===== src/rtl/sample_sequencer_if.sv =====
// Sample sequencer bus: ADC handshake plus sample bank write port.
// master drives the ADC request and bank writes, slave answers the ADC.
interface sample_sequencer_if #(
  parameter int DATA_WIDTH = 12,
  parameter int N          = 14,
  parameter int IDX_W      = 4
);
  logic                  adc_start;
  logic                  adc_done;
  logic [DATA_WIDTH-1:0] adc_data;
  logic [N-1:0]          enables;
  logic [DATA_WIDTH-1:0] in_smpl;
  logic [IDX_W-1:0]      wr_idx;
  logic                  frame_done;

  modport master (
    output adc_start,
    output enables,
    output in_smpl,
    output wr_idx,
    output frame_done,
    input  adc_done,
    input  adc_data
  );

  modport slave (
    input  adc_start,
    input  enables,
    input  in_smpl,
    input  wr_idx,
    input  frame_done,
    output adc_done,
    output adc_data
  );
endinterface


===== src/rtl/sample_sequencer.sv =====
// Periodic ADC capture controller: paces conversions, writes each
// result into an N-slot bank and flags the end of every frame.
module sample_sequencer #(
  parameter int DATA_WIDTH  = 12,
  parameter int N           = 14,
  parameter int IDX_W       = 4,
  parameter int PERIOD_W    = 16,
  parameter int ADC_TIMEOUT = 1023
) (
  input  logic                clk,
  input  logic                rst,
  input  logic                start,
  input  logic                stop,
  input  logic                continuous,
  input  logic [PERIOD_W-1:0] period,
  output logic                busy,
  output logic                timeout_err,
  sample_sequencer_if.master  bus
);

  localparam int TO_W = $clog2(ADC_TIMEOUT + 1);
  localparam logic [TO_W-1:0]  TO_LAST = TO_W'(ADC_TIMEOUT - 1);
  localparam logic [IDX_W-1:0] LAST    = IDX_W'(N - 1);
  localparam logic [N-1:0]     ONE     = N'(1);

  typedef enum logic [1:0] {
    IDLE,
    WAIT,
    CONV,
    WRITE
  } state_t;

  state_t              state;
  logic [PERIOD_W-1:0] tick_cnt;
  logic [TO_W-1:0]     to_cnt;

  // Sequencer FSM; every output is a register updated here.
  always_ff @(posedge clk or posedge rst) begin
    if (rst) begin
      state          <= IDLE;
      tick_cnt       <= '0;
      to_cnt         <= '0;
      busy           <= 1'b0;
      timeout_err    <= 1'b0;
      bus.adc_start  <= 1'b0;
      bus.enables    <= '0;
      bus.in_smpl    <= '0;
      bus.wr_idx     <= '0;
      bus.frame_done <= 1'b0;
    end else begin
      bus.adc_start  <= 1'b0;
      bus.enables    <= '0;
      bus.frame_done <= 1'b0;
      unique case (state)
        IDLE: begin
          if (start && !stop) begin
            state       <= WAIT;
            busy        <= 1'b1;
            bus.wr_idx  <= '0;
            tick_cnt    <= period;
            timeout_err <= 1'b0;
          end
        end
        WAIT: begin
          if (stop) begin
            state      <= IDLE;
            busy       <= 1'b0;
            bus.wr_idx <= '0;
          end else if (tick_cnt != '0) begin
            tick_cnt <= tick_cnt - PERIOD_W'(1);
          end else begin
            state         <= CONV;
            bus.adc_start <= 1'b1;
            to_cnt        <= '0;
          end
        end
        CONV: begin
          if (stop) begin
            state      <= IDLE;
            busy       <= 1'b0;
            bus.wr_idx <= '0;
          end else if (bus.adc_done) begin
            state          <= WRITE;
            bus.in_smpl    <= bus.adc_data;
            bus.enables    <= ONE << bus.wr_idx;
            bus.frame_done <= (bus.wr_idx == LAST);
          end else if (to_cnt == TO_LAST) begin
            state       <= IDLE;
            busy        <= 1'b0;
            timeout_err <= 1'b1;
            bus.wr_idx  <= '0;
          end else begin
            to_cnt <= to_cnt + TO_W'(1);
          end
        end
        WRITE: begin
          tick_cnt <= period;
          if (bus.wr_idx == LAST) begin
            bus.wr_idx <= '0;
            if (continuous && !stop) begin
              state <= WAIT;
            end else begin
              state <= IDLE;
              busy  <= 1'b0;
            end
          end else if (stop) begin
            state      <= IDLE;
            busy       <= 1'b0;
            bus.wr_idx <= '0;
          end else begin
            state      <= WAIT;
            bus.wr_idx <= bus.wr_idx + IDX_W'(1);
          end
        end
        default: begin
          state <= IDLE;
          busy  <= 1'b0;
        end
      endcase
    end
  end

endmodule


===== src/flat_wrapper.sv =====
// flat-port wrapper written by rule: the top's interface ports become plain ports
module sample_sequencer_flat 
#(
  parameter int DATA_WIDTH  = 12,
  parameter int N           = 14,
  parameter int IDX_W       = 4,
  parameter int PERIOD_W    = 16,
  parameter int ADC_TIMEOUT = 1023
)
  (clk, rst, start, stop, continuous, period, busy, timeout_err, bus_adc_start, bus_enables, bus_in_smpl, bus_wr_idx, bus_frame_done, bus_adc_done, bus_adc_data);
  sample_sequencer_if #(.DATA_WIDTH(DATA_WIDTH), .N(N), .IDX_W(IDX_W)) bus_i ();
  input  logic clk;
  input  logic rst;
  input  logic start;
  input  logic stop;
  input  logic continuous;
  input  logic [PERIOD_W-1:0] period;
  output logic busy;
  output logic timeout_err;
  output wire logic [$bits(bus_i.adc_start)-1:0] bus_adc_start;
  output wire logic [$bits(bus_i.enables)-1:0] bus_enables;
  output wire logic [$bits(bus_i.in_smpl)-1:0] bus_in_smpl;
  output wire logic [$bits(bus_i.wr_idx)-1:0] bus_wr_idx;
  output wire logic [$bits(bus_i.frame_done)-1:0] bus_frame_done;
  input wire logic [$bits(bus_i.adc_done)-1:0] bus_adc_done;
  input wire logic [$bits(bus_i.adc_data)-1:0] bus_adc_data;
  assign bus_adc_start = bus_i.adc_start;
  assign bus_enables = bus_i.enables;
  assign bus_in_smpl = bus_i.in_smpl;
  assign bus_wr_idx = bus_i.wr_idx;
  assign bus_frame_done = bus_i.frame_done;
  assign bus_i.adc_done = bus_adc_done;
  assign bus_i.adc_data = bus_adc_data;
  sample_sequencer #(.DATA_WIDTH(DATA_WIDTH), .N(N), .IDX_W(IDX_W), .PERIOD_W(PERIOD_W), .ADC_TIMEOUT(ADC_TIMEOUT)) u_core (.clk(clk), .rst(rst), .start(start), .stop(stop), .continuous(continuous), .period(period), .busy(busy), .timeout_err(timeout_err), .bus(bus_i));
endmodule

===== config.mk =====
export PLATFORM = sky130hd
export DESIGN_NAME = sample_sequencer_flat
export DESIGN_NICKNAME = d
export VERILOG_FILES = /design/src/rtl/sample_sequencer_if.sv /design/src/rtl/sample_sequencer.sv /design/src/flat_wrapper.sv
export SDC_FILE = /design/constraint.sdc
export NUM_CORES = 1
export LEC_CHECK = 0
export BUFFER_PORTS_ARGS = -buffer_cell sky130_fd_sc_hd__buf_2
export CAP_MARGIN = 20
export CORE_ASPECT_RATIO = 1.75
export CORE_UTILIZATION = 55
export DETAILED_ROUTE_END_ITERATION = 10
export PLACE_DENSITY_LB_ADDON = 0.08
export SETUP_SLACK_MARGIN = 0.05
export SYNTH_ARGS = -nofsm -noshare
export SYNTH_HDL_FRONTEND = slang
export SYNTH_SLANG_ARGS = --single-unit

===== constraint.sdc =====
create_clock -name clk -period 3.1 [get_ports clk]
set_input_delay 0.31 -clock clk [delete_from_list [all_inputs] [get_ports clk]]
set_output_delay 0.31 -clock clk [all_outputs]
set_load 0.05 [all_outputs]

==> flow_metrics.tcl <==
set metrics [dict create \
    outcome "completed" \
    drv_cap 0 \
    cts_tree "done" \
    crit_chain "nand2b_1 -> buf_4 -> nor3_1 -> a22oi_1 -> o21ai_0" \
    drt_iter0_drc 194 \
    crit_slowest_cell "dfrtp_1" \
    fin_crit_sh_pct 71.7 \
    ir_drop_mv 0.353 \
    rsz0062_at_grt "false" \
    dieArea_sq_um 6300 \
    slew_headroom_pct 51.3 \
    clock_latency_ps 350 \
    setup_violations 0 \
    synth_cell_types 59 \
    critPathMaxFanout 16 \
    die_y_microns 104 \
    crit_family "simple AND/OR/NAND/NOR gates" \
    firstDrtPassIters 4 \
    port_buffers 67 \
    syn_area_per_cell_sq_um 9.58 \
    fin_crit_ps 2220 \
    antenna_found_initial 0 \
    h-tree-depth 3 \
    synth_warnings 0 \
    ctsLongestPathBuffers 2 \
    grt_pass1_vias 2912 \
    crit_path_end_kind "flop" \
    clock_skew_ps 7.55 \
    critPathKind "flop to flop" \
    clock.fmax_ghz 0.450 \
    grt_usage_pct 29.2 \
    hold_path.class "input port to flop" \
    finalMaxSlewViolations 0 \
    ys_async_sr_fraction_pct 100 \
    ant_nets 0 \
    post_cts_buffers 0 \
    rows 36 \
    p_leak_nw 1.89 \
    p_per_area_nw_per_um2 716 \
    arrival_ps 2470 \
    crit_required_ps 3350 \
    insertedDiodeCount 0 \
    synthTopCellsByArea "dfrtp_1, nand2_1, ha_1" \
    synthToLayoutAreaGrowth_pct 19.9 \
    setup_tns_ps 0 \
    path_buf_inv 1 \
    ys.flop_type "dfrtp_1" \
    clkSlewWorstSetupHoldPaths_ps 70 \
    die_w_microns 60.4 \
    ys_ff_latch 62 \
    ys_top_cells_by_count "dfrtp_1, nand2_1, inv_1" \
    power_w 0.00282 \
    finalNetCount 456 \
    start_kind "flop" \
    tightest_slew_ps 724 \
    grt_overflow 0 \
    syn_area_sq_um 3290 \
    place_congestion 0.909 \
    grt_pass1_wl_microns 13600 \
    wl_per_cell_microns 16.9 \
    grt_max_degree 32 \
    synth_top_area_share_pct 47.2 \
    routed_via_density 6.00 \
    synth_edf_count 0 \
    via_count 2951 \
    synthMostInstantiatedCell "dfrtp_1" \
    cts_sinks 62 \
    max_stage_delay_ps 620 \
    synth_nets 386 \
    cts_buffers 9 \
    finalWirelength_microns 8310 \
    initial_core_util_pct 57.9 \
    dp_hpwl_microns 6020 \
    layout-drive-gt1-share_pct 24.5 \
    fillers 499 \
    seq_area_frac_synth_pct 47.2 \
    cts_root_buf "clkbuf_8" \
    hold_violations 0 \
    drc_errors 0 \
    core-area_sq_um 5680 \
    synth_largest_area_cell "dfrtp_1" \
    ios 68 \
    synthCells 343 \
]
[report_power, final]
part,total [W],switching [W],leakage [nW],internal (W)
clock network,0.000828,0.000306,0.115,0.000522
logic,0.000859,0.000533,0.958,0.000326
registers,0.00113,0.000191,0.813,0.000942
total,0.00282,0.00103,1.89,0.00179
[area by class of cell]
class | instances | area, sq um | share of cell area [%]
Clock buffer | 9 | 124 | 3.14
Clock inverter | 5 | 100 | 2.54
Inverter | 15 | 56.3 | 1.43
Multi-Input combinational cell | 250 | 1610 | 41.0
Sequential cell | 62 | 1550 | 39.4
Tap cell | 76 | 95.1 | 2.41
Timing Repair Buffer | 75 | 398 | 10.1
[tightest hold or removal path, cell delays in order]
cell     delay [ps]
buf_2            70
nand2_1          40
nand2_1          40
[layout by cell type, fill, tap and decap left out, types with 3 or more instances in the layout]
cell type | Yosys | routed
dfrtp_1 | 62 | 62
clkbuf_8 | 0 | 9
and4_1 | 4 | 4
ha_1 | 9 | 9
and2_1 | 6 | 6
nor2b_1 | 4 | 4
o211ai_1 | 6 | 6
nand2_1 | 59 | 59
and3_1 | 5 | 5
o221ai_1 | 5 | 5
nor3b_1 | 3 | 3
o22ai_1 | 4 | 4
o2bb2ai_1 | 9 | 9
nand4_1 | 5 | 5
o31ai_1 | 4 | 4
a21oi_1 | 14 | 14
nor2_1 | 14 | 14
a31oi_1 | 7 | 7
inv_1 | 15 | 14
mux2i_1 | 4 | 4
nand2b_1 | 6 | 6
or3_1 | 3 | 3
a22o_1 | 4 | 4
o21ai_0 | 10 | 10
nor3_1 | 12 | 12
buf_4 | 0 | 7
buf_2 | 3 | 67
bufinv_16 | 0 | 3
nor4_1 | 4 | 4
nand3_1 | 11 | 11
a32o_1 | 3 | 3
[worst paths after layout]
kind	from	to	slack, ps	depth (start not counted)
max	u_core.state[0]	u_core.tick_cnt[9]	880	5
min	bus_adc_data[8]	u_core.bus.in_smpl[8]	150	3
max reg2reg	u_core.state[0]	u_core.tick_cnt[9]	880	5
min reg2reg	u_core.bus.in_smpl[10]	u_core.bus.in_smpl[10]	470	2
max in group asynchronous	rst	u_core.bus.enables[7]	1930	4
min in group asynchronous	rst	u_core.state[0]	470	3
[cell families (layout without fill, tap and decap cells)]
| group | count (synthesis) | in the layout | share of synthesized area (%) |
|---|---|---|---|
| and+or+nand+nor | 149 | 149 | 24.4 |
| AOI/OAI and AO/OA | 87 | 87 | 19.8 |
| DFF | 62 | 62 | 47.2 |
| buffers and inverters | 31 | 104 | 3.66 |
| adders and majority gates | 9 | 9 | 3.43 |
| muxes | 4 | 4 | 1.22 |
| xor gates and xnor gates | 1 | 1 | 0.267 |
[sequential cells by signal (all words and copies together) (netlist names)]
signal and flops:
u_core.bus.adc_start 1, u_core.bus.enables 14, u_core.bus.frame_done 1, u_core.bus.in_smpl 12, u_core.bus.wr_idx 4, u_core.busy 1
u_core.state 2, u_core.tick_cnt 16, u_core.timeout_err 1, u_core.to_cnt 10
[stage by stage]
step | setup WS [ps] | hold slack, ps | cells | util (%) | area [sq um]
2_1_floorplan | 1250 | 415 | 343 | - | 3290
3_3_place_gp | 990 | 277 | 477 | 65.3 | 3700
3_5_place_dp | 961 | 279 | 477 | 65.3 | 3700
4_1_cts | 929 | 144 | 492 | 69.4 | 3940
5_1_grt | 742 | 141 | 492 | 69.4 | 3940
6_report | 878 | 149 | 492 | 69.4 | 3940
[metal layers]
metal | share of wire, % | GRT usage (%) | vias to the layer above
met2 | 55 | 49.1 | 99
met3 | 5.5 | 8.83 | 20
met5 | 0 | 0 | -
met1 | 37 | 31.8 | 1420
met4 | 2.4 | 14.9 | 0
li1 | - | - | 1412
[what timing repair did]
item / in CTS / in global routing
endpoints found under the hold margin: 13 / 0
endpoints found under the setup margin: 0 / 0
resized for setup: 0 / 0
hold buffers: 1 / 0
Power figures use the tool's default switching activity.
